<file path="src/rtl/gshare_bht_if.sv">
// Predict/update/status bundle between fetch, branch resolution and gshare_bht.
// master = front/back end driving requests, slave = the predictor.
interface gshare_bht_if #(
   parameter int unsigned PC_W   = 9,
   parameter int unsigned HIST_W = 4,
   parameter int unsigned STAT_W = 32
);
   logic              gshare_en;
   logic              pred_valid;
   logic [PC_W-1:0]   pred_pc;
   logic              pred_out_valid;
   logic              pred_taken;
   logic [HIST_W-1:0] pred_hist;
   logic              upd_valid;
   logic [PC_W-1:0]   upd_pc;
   logic [HIST_W-1:0] upd_hist;
   logic              upd_taken;
   logic              upd_mispredict;
   logic [HIST_W-1:0] ghr;
   logic [STAT_W-1:0] stat_total;
   logic [STAT_W-1:0] stat_miss;

   modport master (
      output gshare_en, pred_valid, pred_pc, upd_valid, upd_pc, upd_hist, upd_taken,
      input  pred_out_valid, pred_taken, pred_hist, upd_mispredict, ghr, stat_total, stat_miss
   );

   modport slave (
      input  gshare_en, pred_valid, pred_pc, upd_valid, upd_pc, upd_hist, upd_taken,
      output pred_out_valid, pred_taken, pred_hist, upd_mispredict, ghr, stat_total, stat_miss
   );
endinterface

</file>
<file path="src/rtl/gshare_bht.sv">
// Bimodal/gshare branch predictor: flop-based saturating counter table with
// independent predict and commit ports, committed global history and accuracy stats.
module gshare_bht #(
   parameter int unsigned PC_W   = 9,
   parameter int unsigned IDX_W  = 4,
   parameter int unsigned CTR_W  = 2,
   parameter int unsigned HIST_W = 4,
   parameter int unsigned STAT_W = 32
) (
   input  logic        clk,
   input  logic        reset,
   gshare_bht_if.slave bus
);
   localparam int unsigned      DEPTH    = 1 << IDX_W;
   localparam logic [CTR_W-1:0] CTR_INIT = CTR_W'((64'd1 << (CTR_W - 1)) - 64'd1);
   localparam logic [CTR_W-1:0] CTR_MAX  = '1;

   logic [CTR_W-1:0]  ctr_q [DEPTH];
   logic [HIST_W-1:0] ghr_q;
   logic [HIST_W-1:0] pred_hist_q;
   logic              pred_vld_q;
   logic              pred_taken_q;
   logic              miss_q;
   logic [STAT_W-1:0] total_q;
   logic [STAT_W-1:0] miss_cnt_q;

   logic [IDX_W-1:0]  pred_idx;
   logic [IDX_W-1:0]  upd_idx;
   logic [CTR_W-1:0]  upd_old;
   logic [CTR_W-1:0]  upd_new;
   logic              upd_miss;

   function automatic logic [IDX_W-1:0] make_idx(input logic [PC_W-1:0]   pc,
                                                 input logic [HIST_W-1:0] hist,
                                                 input logic              gs);
      logic [IDX_W-1:0] hx;
      hx = gs ? IDX_W'(hist) : '0;
      return pc[IDX_W-1:0] ^ hx;
   endfunction

   always_comb begin
      pred_idx = make_idx(bus.pred_pc, ghr_q, bus.gshare_en);
      // Update index uses the returned history snapshot, not the live ghr.
      upd_idx  = make_idx(bus.upd_pc, bus.upd_hist, bus.gshare_en);
      upd_old  = ctr_q[upd_idx];
      upd_new  = upd_old;
      if (bus.upd_taken) begin
         if (upd_old != CTR_MAX) upd_new = upd_old + CTR_W'(1);
      end else begin
         if (upd_old != '0) upd_new = upd_old - CTR_W'(1);
      end
      upd_miss = upd_old[CTR_W-1] != bus.upd_taken;
   end

   always_ff @(posedge clk or posedge reset) begin
      if (reset) begin
         for (int unsigned i = 0; i < DEPTH; i++) ctr_q[i] <= CTR_INIT;
         ghr_q        <= '0;
         pred_vld_q   <= 1'b0;
         pred_taken_q <= 1'b0;
         pred_hist_q  <= '0;
         miss_q       <= 1'b0;
         total_q      <= '0;
         miss_cnt_q   <= '0;
      end else begin
         pred_vld_q <= bus.pred_valid;
         if (bus.pred_valid) begin
            pred_taken_q <= ctr_q[pred_idx][CTR_W-1];
            pred_hist_q  <= ghr_q;
         end
         miss_q <= bus.upd_valid && upd_miss;
         if (bus.upd_valid) begin
            ctr_q[upd_idx] <= upd_new;
            // Truncating the concatenation drops the oldest bit; also covers HIST_W == 1.
            ghr_q <= HIST_W'({ghr_q, bus.upd_taken});
            if (total_q != '1) total_q <= total_q + STAT_W'(1);
            if (upd_miss && (miss_cnt_q != '1)) miss_cnt_q <= miss_cnt_q + STAT_W'(1);
         end
      end
   end

   assign bus.pred_out_valid = pred_vld_q;
   assign bus.pred_taken     = pred_taken_q;
   assign bus.pred_hist      = pred_hist_q;
   assign bus.upd_mispredict = miss_q;
   assign bus.ghr            = ghr_q;
   assign bus.stat_total     = total_q;
   assign bus.stat_miss      = miss_cnt_q;
endmodule

</file>
<file path="src/flat_wrapper.sv">
// flat-port wrapper written by rule: the top's interface ports become plain ports
module gshare_bht_flat 
#(
   parameter int unsigned PC_W   = 9,
   parameter int unsigned IDX_W  = 4,
   parameter int unsigned CTR_W  = 2,
   parameter int unsigned HIST_W = 4,
   parameter int unsigned STAT_W = 32
)
  (clk, reset, bus_gshare_en, bus_pred_valid, bus_pred_pc, bus_upd_valid, bus_upd_pc, bus_upd_hist, bus_upd_taken, bus_pred_out_valid, bus_pred_taken, bus_pred_hist, bus_upd_mispredict, bus_ghr, bus_stat_total, bus_stat_miss);
  gshare_bht_if #(.PC_W(PC_W), .HIST_W(HIST_W), .STAT_W(STAT_W)) bus_i ();
  input  logic clk;
  input  logic reset;
  input wire logic [$bits(bus_i.gshare_en)-1:0] bus_gshare_en;
  input wire logic [$bits(bus_i.pred_valid)-1:0] bus_pred_valid;
  input wire logic [$bits(bus_i.pred_pc)-1:0] bus_pred_pc;
  input wire logic [$bits(bus_i.upd_valid)-1:0] bus_upd_valid;
  input wire logic [$bits(bus_i.upd_pc)-1:0] bus_upd_pc;
  input wire logic [$bits(bus_i.upd_hist)-1:0] bus_upd_hist;
  input wire logic [$bits(bus_i.upd_taken)-1:0] bus_upd_taken;
  output wire logic [$bits(bus_i.pred_out_valid)-1:0] bus_pred_out_valid;
  output wire logic [$bits(bus_i.pred_taken)-1:0] bus_pred_taken;
  output wire logic [$bits(bus_i.pred_hist)-1:0] bus_pred_hist;
  output wire logic [$bits(bus_i.upd_mispredict)-1:0] bus_upd_mispredict;
  output wire logic [$bits(bus_i.ghr)-1:0] bus_ghr;
  output wire logic [$bits(bus_i.stat_total)-1:0] bus_stat_total;
  output wire logic [$bits(bus_i.stat_miss)-1:0] bus_stat_miss;
  assign bus_i.gshare_en = bus_gshare_en;
  assign bus_i.pred_valid = bus_pred_valid;
  assign bus_i.pred_pc = bus_pred_pc;
  assign bus_i.upd_valid = bus_upd_valid;
  assign bus_i.upd_pc = bus_upd_pc;
  assign bus_i.upd_hist = bus_upd_hist;
  assign bus_i.upd_taken = bus_upd_taken;
  assign bus_pred_out_valid = bus_i.pred_out_valid;
  assign bus_pred_taken = bus_i.pred_taken;
  assign bus_pred_hist = bus_i.pred_hist;
  assign bus_upd_mispredict = bus_i.upd_mispredict;
  assign bus_ghr = bus_i.ghr;
  assign bus_stat_total = bus_i.stat_total;
  assign bus_stat_miss = bus_i.stat_miss;
  gshare_bht #(.PC_W(PC_W), .IDX_W(IDX_W), .CTR_W(CTR_W), .HIST_W(HIST_W), .STAT_W(STAT_W)) u_core (.clk(clk), .reset(reset), .bus(bus_i));
endmodule
</file>
<file path="config.mk">
export PLATFORM = sky130hd
export DESIGN_NAME = gshare_bht_flat
export DESIGN_NICKNAME = d
export VERILOG_FILES = /design/src/rtl/gshare_bht_if.sv /design/src/rtl/gshare_bht.sv /design/src/flat_wrapper.sv
export SDC_FILE = /design/constraint.sdc
export NUM_CORES = 1
export LEC_CHECK = 0
export CAP_MARGIN = 20
export CORE_MARGIN = 2
export CORE_UTILIZATION = 45
export CTS_CLUSTER_DIAMETER = 30
export DETAILED_ROUTE_END_ITERATION = 10
export PLACE_DENSITY = 0.7
export SYNTH_ARGS = -nofsm -noshare
export SYNTH_HDL_FRONTEND = slang
export SYNTH_SLANG_ARGS = --single-unit
export TNS_END_PERCENT = 5
</file>
<file path="constraint.sdc">
create_clock -name clk -period 4.3 [get_ports clk]
set_input_delay 0.645 -clock clk [delete_from_list [all_inputs] [get_ports clk]]
set_output_delay 0.645 -clock clk [all_outputs]
set_load 0.02 [all_outputs]
</file>
==> impl_metrics.ini <==
[power]
power_density_mw_per_mm2 = 469
total_power_w = 0.00368
ir_drop_mv = 0.275
p_leak_nw = 3.11

[sta]
rsz0062_at_grt = no
layout_min_cycle_time_ps = 3680
fmax_mhz = 271
fin_setup_tns_ps = 0
post-route-period-util_pct = 85.7
drv_slew = 0
worst_pin_slew_ps = 973
relSlewSlack_pct = 35.1
final_hold_viol_count = 0
clock_skew_ps = 7.04
setup_viol = 0

[setup_path]
required_ps = 4540
cp_num_cells = 9
cp-end-kind = flop
worstPathCellList = clkdlybuf4s50_1, nand3_1, nor2b_1, mux2i_1, mux2i_1, o22ai_1, and3b_1, maj3_1, mux2_2
critPathBufInv = 1
r2r_cells = 9
cpMostUsedCell = mux2i_1
crit_type = in2reg
critPathMaxFanout = 16
worst_path_max_delay_cell = nor2b_1
crit_family = simple AND/OR/NAND/NOR gates
cpPeakStageDelay_ps = 700
crit_path_start_kind = input port
cp.arrival_ps = 3930

[layout]
antenna_cells = 0
mostFrequentLayoutCells = clkdlybuf4s50_1 (92), dfrtp_1 (91), xnor2_1 (54)
fin_util_pct = 56.3
layout_commonest_cell = clkdlybuf4s50_1
fin_nets = 748
area_growth_pct = 21.4
drive_gt1_share_pct = 14.8

[floorplan]
start_util_pct = 46.4
io_pins = 103
core_mm2 = 0.0139
die_w_um = 124
die_h_um = 124
rows = 43
die-area_mm2 = 0.0153

[grt]
grt_max_degree = 80
antenna_found_initial = 0
track_usage_pct = 21.5
grt_pass1_vias = 5079
grt_overflow_total = 0
grt_pass1_wl_um = 25800

[clock_network]
numCtsBuffers = 9
clkTransAtPathRegs_ps = 70
ctsHtreeMaxLevel = 3
cts_root_buffer = clkbuf_16
tritoncts = yes
ctsHoldBuffers = 0
insertion_delay_ps = 360
cts.sinks = 107
post-cts-setup-buffers = 0
cts_resized = 0
cts_buffer_depth = 2

[detailed_routing]
met1Wirelength_um = 7200
wl_um = 15800
routed-wl-met2_um = 7500
wl_per_cell_um = 17.5
via_per_inst = 5.93
via_count = 5352
drt_first_iter_violations = 324
drt_first_pass_iters = 5
top_layer_used = met4
wl_met3_um = 947
remaining_drc_errors = 0
ant_nets = 0

[synth]
async_flop_share_pct = 100
synth_cell_type_count = 63
synth_edf_count = 0
ys_seq_area_share_pct = 41.8
synth_warnings = 0
postSynthNetCount = 672
netlist_area_mm2 = 0.00646
syn_inst = 642
synth_ff_type = dfrtp_1
syn_area_per_cell_um2 = 10.1
ys_ff_latch = 107

[placed_design]
routabilityCongestion = 0.901
io_buffers = 92
dpl.hpwl_um = 11200

[hold_path]
holdPathStages = 1
hold_class = reg2reg

[outcome]
run_status = finished, final reports clean

[run]
maxCapViolCount = 0
## cell type report
type	count	area (µm²)
tap	180	225
clock buffer	10	239
multi-input combinational	480	3500
inverter	12	47.5
timing repair buffer	108	1040
fill	1204	6090
clock inverter	6	93.8
sequential	107	2700
## power by group
part           internal (W)  switching, W  total [W]
Combinational      0.000604      0.000561    0.00117
Clock              0.000532      0.000383   0.000915
Sequential          0.00132      0.000281    0.00160
Total               0.00246       0.00122    0.00368
## Yosys cell counts, types with 5 or more instances
library cell / instances / area share (%)
dfrtp_1: 91 / 35
xnor2_1: 54 / 7.3
nand2_1: 49 / 2.8
mux2i_1: 42 / 6.5
mux2_2: 41 / 7.1
nor2_1: 34 / 2.0
nor3_1: 34 / 2.6
nor4_1: 34 / 3.3
nand3_1: 33 / 2.6
xor2_1: 17 / 2.3
buf_2: 16 / 1.2
dfstp_2: 16 / 6.5
clkbuf_1: 15 / 0.87
nand4_1: 14 / 1.4
and3_1: 10 / 0.97
inv_1: 10 / 0.58
a21oi_1: 9 / 0.70
nor2b_1: 7 / 0.68
o32ai_1: 7 / 0.95
and2_1: 5 / 0.48
and4_1: 5 / 0.68
nor3b_1: 5 / 0.58
o21ai_0: 5 / 0.39
o41ai_1: 5 / 0.68
or4_1: 5 / 0.58
## metal layers
layer  global-route usage [%]  vias up
met5                        0        -
met2                     34.0      182
met4                     5.26        0
li1                         -     2500
met3                     4.21       10
met1                     30.4     2660
## final timing paths
| kind | start | endpoint | slack, ps |
|---|---|---|---|
| worst max-delay path | bus_upd_hist[1] | u_core.ctr_q[19] | 620 |
| worst min-delay path | u_core.bus.stat_miss[29] | u_core.bus.stat_miss[29] | 500 |
| worst max register to register | u_core.bus.stat_miss[1] | u_core.bus.stat_miss[13] | 660 |
| worst min register to register | u_core.bus.stat_miss[29] | u_core.bus.stat_miss[29] | 500 |
| max in group asynchronous | reset | u_core.ctr_q[22] | 2570 |
| min in group asynchronous | reset | u_core.bus.stat_total[14] | 860 |
## sequential cells by signal (all words and copies together) (netlist names)
name / cells
u_core.bus.upd_mispredict: 1
u_core.bus.ghr: 4
u_core.bus.pred_hist: 4
u_core.bus.stat_miss: 32
u_core.bus.pred_out_valid: 1
u_core.bus.stat_total: 32
u_core.ctr_q: 32
u_core.bus.pred_taken: 1
## logic make-up after synthesis
group	count (synthesis)	synth area share, %
AO/OA/AOI/OAI	59	6.72
adder cells (fa/ha/maj)	4	0.697
buffers and inverters	55	4.20
XOR/XNOR	71	9.63
multiplexers	89	15.4
flip-flops	107	41.8
AND/OR/NAND/NOR	257	21.5
## stage by stage
| step | cells | setup WS [ps] | area [µm²] | hold slack, ps |
|---|---|---|---|---|
| 6_report | 903 | 615 | 7840 | 496 |
| 3_5_place_dp | 887 | 315 | 7510 | 490 |
| 2_1_floorplan | 642 | 864 | 6460 | 499 |
| 4_1_cts | 903 | 683 | 7840 | 505 |
| 3_3_place_gp | 887 | 409 | 7510 | 483 |
| 5_1_grt | 903 | 454 | 7840 | 521 |
No activity file was read; power rests on OpenSTA's default activity.
